--- src/rtl/fetch_pkg.sv ---
// Shared types and constants for the instruction-fetch slice.
// Latency: n/a (types only).
// Backpressure: n/a.
package fetch_pkg;

    localparam int COMMON_WIDTH = 32;

    // Bubble address the PC register presents out of reset; never fetched.
    localparam logic [COMMON_WIDTH-1:0] RESET_PC = 32'hFFFF_FFFC;

    // Entry handed to decode: instruction word paired with its PC.
    typedef struct packed {
        logic [COMMON_WIDTH-1:0] pc;
        logic [COMMON_WIDTH-1:0] inst;
    } fetch_entry_t;

    // In-flight request: PC plus the flush epoch it was issued under.
    typedef struct packed {
        logic [COMMON_WIDTH-1:0] pc;
        logic                    epoch;
    } pending_entry_t;

endpackage

--- src/rtl/sync_fifo.sv ---
// Generic single-clock FIFO with occupancy count and synchronous clear.
// Latency: a push is visible at the head on the next cycle; the head is zero when empty.
// Backpressure: none internally; push when full / pop when empty are ignored, callers budget space.
module sync_fifo #(
    parameter type T     = logic [31:0],
    parameter int  DEPTH = 4,
    localparam int PW    = $clog2(DEPTH),
    localparam int CW    = PW + 1
) (
    input  logic          clk,
    input  logic          rst,
    input  logic          push,
    input  T              push_dat,
    input  logic          pop,
    input  logic          clear,
    output T              head,
    output logic [CW-1:0] count
);

    T              mem [DEPTH];
    logic [PW-1:0] wr_ptr;
    logic [PW-1:0] rd_ptr;
    logic          do_push;
    logic          do_pop;

    assign do_pop  = pop && (count != '0);
    assign do_push = push && ((count != CW'(DEPTH)) || do_pop);

    // Pointers and count; clear wins over any push/pop in the same cycle.
    always_ff @(posedge clk or negedge rst) begin
        if (!rst) begin
            wr_ptr <= '0;
            rd_ptr <= '0;
            count  <= '0;
        end else if (clear) begin
            wr_ptr <= '0;
            rd_ptr <= '0;
            count  <= '0;
        end else begin
            if (do_push) wr_ptr <= wr_ptr + PW'(1);
            if (do_pop)  rd_ptr <= rd_ptr + PW'(1);
            count <= count + CW'(do_push) - CW'(do_pop);
        end
    end

    // Storage is not reset; the head is masked while empty instead.
    always_ff @(posedge clk) begin
        if (do_push && !clear) mem[wr_ptr] <= push_dat;
    end

    assign head = (count != '0) ? mem[rd_ptr] : T'('0);

endmodule

--- src/rtl/inst_fetch_unit.sv ---
// Fetch responder: issues in-order imem requests for the PC stream and pairs words with their PCs for decode.
// Latency: PC accepted at T0 with memory latency L reaches decode at T0+L+1; no response-to-decode bypass.
// Backpressure: credit-limited requests (outstanding + buffered <= DEPTH) drive stall; jump flushes via epoch.
module inst_fetch_unit
    import fetch_pkg::*;
#(
    parameter int                      DEPTH    = 4,
    parameter logic [COMMON_WIDTH-1:0] RESET_PC = fetch_pkg::RESET_PC
) (
    input  logic                    clk,
    input  logic                    rst,
    input  logic [COMMON_WIDTH-1:0] pc_addr,
    input  logic                    jump,
    output logic                    stall,
    output logic                    imem_req_valid,
    output logic [COMMON_WIDTH-1:0] imem_req_addr,
    input  logic                    imem_req_ready,
    input  logic                    imem_resp_valid,
    input  logic [COMMON_WIDTH-1:0] imem_resp_data,
    output logic                    if_valid,
    output logic [COMMON_WIDTH-1:0] if_pc,
    output logic [COMMON_WIDTH-1:0] if_inst,
    input  logic                    if_ready
);

    localparam int            CW     = $clog2(DEPTH) + 1;
    localparam logic [CW:0]   DEPTH_U = (CW + 1)'(DEPTH);

    logic           epoch;
    pending_entry_t pend_head;
    logic [CW-1:0]  pend_count;
    fetch_entry_t   out_head;
    logic [CW-1:0]  out_count;
    logic [CW:0]    used;
    logic           has_credit;
    logic           pc_live;
    logic           req_fire;
    logic           resp_keep;

    // Every in-flight request already owns an output slot, so responses never need back-pressure.
    assign used       = {1'b0, pend_count} + {1'b0, out_count};
    assign has_credit = used < DEPTH_U;

    // rst is folded in so request/stall drop the instant reset asserts, whatever pc_addr shows.
    assign pc_live        = rst && (pc_addr != RESET_PC) && !jump;
    assign imem_req_valid = pc_live && has_credit;
    assign imem_req_addr  = pc_addr;
    assign req_fire       = imem_req_valid && imem_req_ready;
    assign stall          = pc_live && !req_fire;

    // Responses issued before the latest jump carry the old epoch and are dropped.
    assign resp_keep = imem_resp_valid && (pend_head.epoch == epoch) && !jump;

    assign if_valid = (out_count != '0) && !jump;
    assign if_pc    = out_head.pc;
    assign if_inst  = out_head.inst;

    // Each jump opens a new epoch; older in-flight responses become wrong-path.
    always_ff @(posedge clk or negedge rst) begin
        if (!rst) epoch <= 1'b0;
        else if (jump) epoch <= ~epoch;
    end

    // In-flight requests; its occupancy is the outstanding count. Never flushed.
    sync_fifo #(
        .T     (pending_entry_t),
        .DEPTH (DEPTH)
    ) u_pend (
        .clk      (clk),
        .rst      (rst),
        .push     (req_fire),
        .push_dat ('{pc: pc_addr, epoch: epoch}),
        .pop      (imem_resp_valid),
        .clear    (1'b0),
        .head     (pend_head),
        .count    (pend_count)
    );

    // Decode-side buffer; emptied on jump.
    sync_fifo #(
        .T     (fetch_entry_t),
        .DEPTH (DEPTH)
    ) u_out (
        .clk      (clk),
        .rst      (rst),
        .push     (resp_keep),
        .push_dat ('{pc: pend_head.pc, inst: imem_resp_data}),
        .pop      (if_valid && if_ready),
        .clear    (jump),
        .head     (out_head),
        .count    (out_count)
    );

endmodule
--- config.mk ---
export PLATFORM = sky130hd
export DESIGN_NAME = inst_fetch_unit
export DESIGN_NICKNAME = d
export VERILOG_FILES = /design/src/rtl/fetch_pkg.sv /design/src/rtl/sync_fifo.sv /design/src/rtl/inst_fetch_unit.sv
export SDC_FILE = /design/constraint.sdc
export NUM_CORES = 1
export LEC_CHECK = 0
export CORE_ASPECT_RATIO = 2
export CORE_UTILIZATION = 60
export DETAILED_ROUTE_END_ITERATION = 8
export PLACE_DENSITY = 0.84
export SKIP_LAST_GASP = 1
export SLEW_MARGIN = 20
export SYNTH_ARGS = -nofsm -noshare
export SYNTH_HDL_FRONTEND = slang
export SYNTH_SLANG_ARGS = --single-unit
--- constraint.sdc ---
create_clock -name clk -period 9 [get_ports clk]
set_clock_uncertainty 0.1 [all_clocks]
set_input_delay 1.35 -clock clk [delete_from_list [all_inputs] [get_ports clk]]
set_output_delay 1.35 -clock clk [all_outputs]
set_load 0.005 [all_outputs]
==> summary.txt, run 1 <==
Finish
  • Fraction of layout cells with a size suffix above 1: a little under a fifth
  • Nets: 981
  • Final core occ: between 70% and 80%
  • Filler Cell Count: 1493
  • Area growth syn-to-layout: 18.4%

Timing
  • Period minus WS final: 5.05 ns
  • Max-slew violations: 0
  • Final Hold Violating Endpoints: 0
  • Final setup fails: 0
  • RSZ-0062 raised after global routing: false
  • Relative slew slack: 32.5%
  • Tcrit/Tclk final: 56.1%
  • Actual slew at the worst max-slew pin: 1.01 ns
  • Fmax: 0.198 GHz
  • Setup TNS: 0 ns

CTS
  • CTS Sinks: 403
  • Worst-Skew Late Latency: 0.56 ns
  • CTS Hold Buffers Added: 0
  • Cts bufs inserted: 31
  • CTS root buffer: clkbuf_16
  • Max clock buf depth: 3
  • CTS tree: yes
  • CTS clk-pin slew, worst paths: about 0.07 ns
  • Postcts setup bufs: 0
  • H-tree depth: 1
  • Post-CTS Resized: 0

Power
  • Max VDD drop: ~230 uV
  • Leak pwr: 6.02 nW
  • Total power: 5.43 mW
  • PwrDens: 288 nW/um^2

Yosys
  • Gate Count Post-Synth: 749
  • Syn avg cell area: 21.2 um^2
  • Cell Area, Synth: 15900 um^2
  • Flops & latches, synth: 403
  • Syn Nets: 835
  • Synth cell types: 35
  • Ranking of synthesized cells by area: edfxtp_1 (73%), mux4_2 (14%), and2_1 (4.2%)
  • Top-area cell type share of the netlist area: 73.3%
  • Ys Warns: 0
  • Register area share after synthesis: between 70% and 80%
  • Largest area contributor in the netlist: edfxtp_1

GRT
  • Largest net degree at the start of global routing: 68
  • Number of global-route vias before repair: 7776
  • Gr ovfl total: 0
  • Initial antenna violation count: 1
  • Total GRT Usage: 21.4%
  • Global-route wire length before repair: about 42 mm

Worst setup path
  • Crit path buf inv count: 2
  • Critical path capture point type: primary output
  • CP most frequent cell: clkdlybuf4s50_1
  • CP delay by family, top: buffers and inverters
  • Crit-path max FO: 6
  • Required time worst endpoint: 7.55 ns
  • RR Endpoint: u_out.mem[2][62]
  • CP Launch Point: pc_addr[18]
  • Slowest cell on crit path: nor4_1
  • Startpoint Class: primary input
  • Arr. time, crit path: 3.60 ns
  • Crit path to: imem_req_valid
  • Crit. path cell count: 6
  • Reg2Reg Depth: 5
  • R2R setup slack: around 5.6 ns
  • Crit path cell chain: clkdlybuf4s50_1, nand4_1, nor4_1, a21oi_1, and3_1, clkdlybuf4s50_1
  • Crit Reg-Reg Startpoint: u_pend.rd_ptr[0]
  • CP peak stage delay: between 0.5 and 0.6 ns
  • Crit path kind: in2out

Floorplanning
  • Io pins: ~170
  • Initial core utilization: 61.5%
  • DIE AREA: 27200 um^2
  • Die Y: 232 um
  • Chip width: 117 um
  • Core Box Area: 25900 um^2
  • FP Rows: 83

Routing
  • Initial DRC count: 434
  • Routed vias/inst: around 5.7
  • Post-route ant nets: 0
  • Drt total wl: ~27 mm
  • DRT Pass-1 Iters: 4
  • Wire length per cell: 21.7 um
  • Via count: roughly 7200
  • DRC Markers: 0

Worst hold path
  • Worst hold path type: reg2reg

Run
  • Max cap viols: 0

Placement
  • Port bufs: 168
  • Detailed Place HPWL: roughly 16 mm
  • Placer congestion estimate: approximately 0.73

Run status
  • Status: finished, final reports clean
power breakdown:
| part | total, mW | internal, mW | switching [mW] |
|---|---|---|---|
| Combinational | 1.55 | 0.850 | 0.699 |
| Sequential | 2.41 | 2.33 | 0.0794 |
| Clock | 1.46 | 0.859 | 0.606 |
| Total | 5.43 | 4.04 | 1.38 |
layout make-up:
| class | instances | area (um^2) | area share (%) |
|---|---|---|---|
| clock inverter | 25 | 328 | 1.74 |
| timing repair buffer | 179 | 1760 | 9.37 |
| multi-input combinational | 269 | 3450 | 18.3 |
| clock buffer | 32 | 779 | 4.14 |
| sequential | 403 | 12000 | 63.9 |
| antenna | 1 | 2.50 | 0.0133 |
| inverter | 11 | 41.3 | 0.219 |
| tap | 340 | 425 | 2.26 |
per-layer routing:
layer | part of all wire [%] | GRT usage, %
met4 | 3.5 | 8.47
met3 | 3.9 | 2.77
met5 | 0 | 0
met2 | 55 | 38.6
met1 | 38 | 25.6
flip-flops by register name, indices dropped and copies added (netlist names):
name / count
u_pend.count: 3
u_pend.mem: 132
u_out.count: 3
u_out.rd_ptr: 2
u_out.wr_ptr: 2
u_out.mem: 256
u_pend.rd_ptr: 2
epoch: 1
u_pend.wr_ptr: 2
synth_stat cells, drive strengths merged:
cell type / n
nand4: 7
fa: 2
edfxtp: 388
mux2: 2
inv: 11
a21oi: 2
a2111oi: 1
nand2b: 2
nor4b: 1
mux4: 97
ha: 14
clkbuf: 20
or4b: 1
a21o: 1
nand2: 2
nor2b: 2
buf: 46
dfrtp: 15
and2: 106
mux2i: 1
nor4: 2
nand4bb: 1
nand3: 4
nor2: 6
xor2: 5
xnor2: 5
or3: 2
nand3b: 1
nor3: 1
and3: 1
through the flow:
step                cells  setup slack, ns  hold slack [ns]  area, um^2
floorplan             749             5.17            0.404       15900
global placement     1202             4.03            0.434       17700
detailed placement   1202             3.97            0.454       17700
CTS                  1259             3.95            0.464       18800
global route         1260             3.84            0.505       18800
finish               1260             3.95            0.454       18800
worst min path at each step:
| stage | start | endpoint | slack, ns | depth (start not counted) |
|---|---|---|---|---|
| 5_1_grt | u_pend.wr_ptr[1] | u_pend.wr_ptr[1] | 0.51 | 1 |
| 3_3_place_gp | u_out.wr_ptr[0] | u_out.wr_ptr[0] | 0.43 | 1 |
| 4_1_cts | u_out.wr_ptr[0] | u_out.wr_ptr[0] | 0.46 | 1 |
| 3_5_place_dp | u_out.wr_ptr[0] | u_out.wr_ptr[0] | 0.45 | 1 |
| 6_report | u_out.wr_ptr[0] | u_out.wr_ptr[0] | 0.45 | 1 |
| 2_1_floorplan | u_out.wr_ptr[0] | u_out.wr_ptr[0] | 0.40 | 1 |
logic make-up (layout without fill, tap and decap cells):
logic type                 Yosys count  count (layout)  synth area share (%)
buffers and inverters               77             247                  2.71
muxes                              100             100                  14.0
other                                0               1                     0
xor gates and xnor gates            10              10                 0.551
and+or+nand+nor                    139             139                  5.38
AOI/OAI and AO/OA                    4               4                 0.354
DFF                                403             403                  75.7
adders and majority gates           16              16                  1.35
cell usage in the layout (no fill, tap or decap), types with 6 or more instances in the layout:
| cell | netlist | final |
|---|---|---|
| edfxtp_1 | 388 | 388 |
| clkdlybuf4s50_1 | 0 | 168 |
| and2_1 | 106 | 102 |
| mux4_2 | 97 | 97 |
| clkbuf_16 | 0 | 31 |
| ha_1 | 14 | 14 |
| dfrtp_1 | 15 | 12 |
| inv_1 | 11 | 11 |
| buf_4 | 32 | 11 |
| clkinv_1 | 0 | 8 |
| bufinv_16 | 0 | 8 |
| nand4_1 | 7 | 7 |
| nor2_1 | 6 | 6 |
worst register-to-register path, cell delays in order (launching register included):
cell and delay (ns):
dfrtp_2 0.35, buf_4 0.55, mux4_2 0.62, a21o_1 0.22, a21oi_4 0.24, and2_4 0.82
Power figures use the tool's default switching activity.
==> run 2, diff against run 1 <==
--- a/config.mk
+++ b/config.mk
@@ -6,9 +6,9 @@
 export NUM_CORES = 1
 export LEC_CHECK = 0
 export CORE_ASPECT_RATIO = 2
-export CORE_UTILIZATION = 60
+export CORE_UTILIZATION = 51
 export DETAILED_ROUTE_END_ITERATION = 8
-export PLACE_DENSITY = 0.84
+export PLACE_DENSITY = 0.76
 export SKIP_LAST_GASP = 1
 export SLEW_MARGIN = 20
 export SYNTH_ARGS = -nofsm -noshare
==> constraint.sdc (replaced) <==
create_clock -name clk -period 4.4 [get_ports clk]
set_clock_uncertainty 0.1 [all_clocks]
set_input_delay 0.66 -clock clk [delete_from_list [all_inputs] [get_ports clk]]
set_output_delay 0.66 -clock clk [all_outputs]
set_load 0.005 [all_outputs]
==> run 2 against run 1 <==
Effect of this change: non-clock buffer count increased by 16; cell count grew 4.3%; combinational power up 100%; worst hold slack got worse by 0.097 ns; power increased by 110%; die area grew 17%; highest routed layer unchanged.
==> summary.txt, run 2 (synthesis gave the netlist of run 1 again) <==
Run status
  • Status: finished, final reports clean (unchanged)

Power
  • PwrDens: 588 nW/um^2 (was 288 nW/um^2)
  • Leak pwr: 6.14 nW (was 6.02 nW)
  • Total power: 11.2 mW (was 5.43 mW)
  • Max VDD drop: 396 uV (was 230 uV)

Floorplanning
  • FP Rows: 91 (was 83)
  • Chip width: 127 um (was 117 um)
  • Core Box Area: 30700 um^2 (was 25900 um^2)
  • Die Y: 252 um (was 232 um)
  • Initial core utilization: 51.7% (was 61.5%)
  • DIE AREA: 31900 um^2 (was 27200 um^2)
  • Io pins: 169 (unchanged)

Finish
  • Fraction of layout cells with a size suffix above 1: 19.5% (was 18.4%)
  • Leading cell types in the layout, fill and taps excluded: edfxtp_1 (388), clkdlybuf4s50_1 (168), and2_1 (102) (unchanged)
  • Final core occ: 62.0% (was 72.8%)
  • Nets: 1002 (was 981)
  • Post-route cell area: 19100 um^2 (was 18800 um^2)
  • Final std cells w/o fill: 1314 (was 1260)
  • Register name with the most flops: u_out.mem (unchanged)
  • Area growth syn-to-layout: 20.0% (was 18.4%)
  • Most common cell after layout, fill and taps aside: edfxtp_1 (unchanged)
  • Max reg flops: 256 (unchanged)
  • Antenna Cells: 0 (was 1)
  • Filler Cell Count: 2187 (was 1493)
  • Top flop regs: u_out.mem x256, u_pend.mem x132 (unchanged)

Timing
  • RSZ-0062 raised after global routing: false (unchanged)
  • Final setup fails: 0 (unchanged)
  • Tcrit/Tclk final: 83.0%
  • Final Hold Violating Endpoints: 0 (unchanged)
  • Setup ws final: 0.748 ns (was 3.95 ns)
  • Period minus WS final: 3.65 ns
  • Actual slew at the worst max-slew pin: 0.773 ns (was 1.01 ns)
  • Max-slew violations: 0 (unchanged)
  • Relative slew slack: 48.5% (was 32.5%)
  • Setup TNS: 0 ns (unchanged)
  • Min Hold Slack: 0.357 ns (was 0.454 ns)
  • Fmax: 0.274 GHz

Routing
  • Wire length per cell: 21.9 um (was 21.7 um)
  • Initial DRC count: 309 (was 434)
  • Routed vias/inst: 5.54 (was 5.74)
  • Drt total wl: 28.7 mm (was 27.4 mm)
  • DR top layer: met4 (unchanged)
  • Wl on met1: 10.8 mm (was 10.3 mm)
  • Met3 wire len: 1.11 mm (was 1.07 mm)
  • Post-route ant nets: 0 (unchanged)
  • DRT Pass-1 Iters: 4 (unchanged)
  • DR WL met2: 16.0 mm (was 15.1 mm)
  • Via count: 7279 (was 7237)
  • DRC Markers: 0 (unchanged)

CTS
  • CTS clk-pin slew, worst paths: 0.07 ns (about the same)
  • CTS Hold Buffers Added: 0 (unchanged)
  • Cts bufs inserted: 36 (was 31)
  • Postcts setup bufs: 0 (unchanged)
  • CTS root buffer: clkbuf_16 (unchanged)
  • CTS tree: yes (unchanged)
  • Max clock buf depth: 3 (unchanged)
  • CTS Sinks: 403 (unchanged)
  • Post-CTS Resized: 0 (unchanged)
  • Worst-Skew Late Latency: 0.52 ns (was 0.56 ns)
  • H-tree depth: 2 (was 1)

Placement
  • Place WS: 0.787 ns (was 3.97 ns)
  • Placer congestion estimate: 0.723 (was 0.727)
  • Inst Count DP: 1250 (was 1202)
  • Area after DPL: 17900 um^2 (was 17700 um^2)
  • Port bufs: 168 (unchanged)
  • Detailed Place HPWL: 18.5 mm (was 16.4 mm)

Worst setup path
  • Critical path capture point type: primary output (unchanged)
  • Required time worst endpoint: 3.64 ns (was 7.55 ns)
  • Crit path cell chain: buf_4, mux4_2, and2_1, clkdlybuf4s50_1 (was clkdlybuf4s50_1, nand4_1, nor4_1, a21oi_1, and3_1, clkdlybuf4s50_1)
  • Crit-path max FO: 32 (was 6)
  • CP peak stage delay: 0.85 ns (was 0.58 ns)
  • Startpoint Class: flop (was primary input)
  • Arr. time, crit path: 2.89 ns (was 3.60 ns)
  • Crit path kind: reg2out (was in2out)
  • Slowest cell on crit path: dfrtp_4 (was nor4_1)

GRT
  • Total GRT Usage: 18.5% (was 21.4%)
  • Largest net degree at the start of global routing: 47 (was 68)
  • Global-route wire length before repair: 44.2 mm (was 42.3 mm)
  • Gr ovfl total: 0 (unchanged)
  • Number of global-route vias before repair: 7892 (was 7776)
  • Initial antenna violation count: 0 (was 1)

Worst hold path
  • Worst hold path type: in2async (was reg2reg)

Run
  • Max cap viols: 0 (unchanged)
==> run 2: routing by layer <==
layer	GRT usage [%]	vias up
li1	-	3297
met2	35.1	199
met1	21.1	3748
met3	2.50	35
met4	6.70	0
met5	0	-
==> run 2: layout make-up <==
cell class / instances / area [um^2] / share of cell area, %
clock buffer: 51 / 998 / 5.24
clock inverter: 13 / 160 / 0.840
inverter: 11 / 41.3 / 0.217
multi-input combinational: 269 / 3450 / 18.1
sequential: 403 / 12000 / 63.1
tap: 372 / 465 / 2.44
timing repair buffer: 195 / 1920 / 10.1
==> run 2: power breakdown <==
group	switching [mW]	total, mW	leakage, nW	internal, mW
logic	1.39	3.17	1.89	1.78
registers	0.203	4.97	3.69	4.77
clock network	1.30	3.07	0.559	1.77
==> run 2: critical path: cells and delay by family (launching register included) <==
family        cells  cell delay (ns)
mux               1             0.52
flops             1             0.85
buf+inv           2             0.80
simple gates      1             0.17
==> run 2: worst paths after layout <==
kind | end | from | slack, ns | cells past startpoint
max | if_pc[30] | u_out.rd_ptr[0] | 0.75 | 4
min | u_pend.count[0] | rst | 0.36 | 2
max reg2reg | u_pend.mem[2][12] | u_pend.count[2] | 1.31 | 6
min reg2reg | u_out.wr_ptr[0] | u_out.wr_ptr[0] | 0.46 | 1
max in group asynchronous | u_out.rd_ptr[0] | rst | 3.63 | 2
min in group clk | u_out.wr_ptr[0] | u_out.wr_ptr[0] | 0.46 | 1
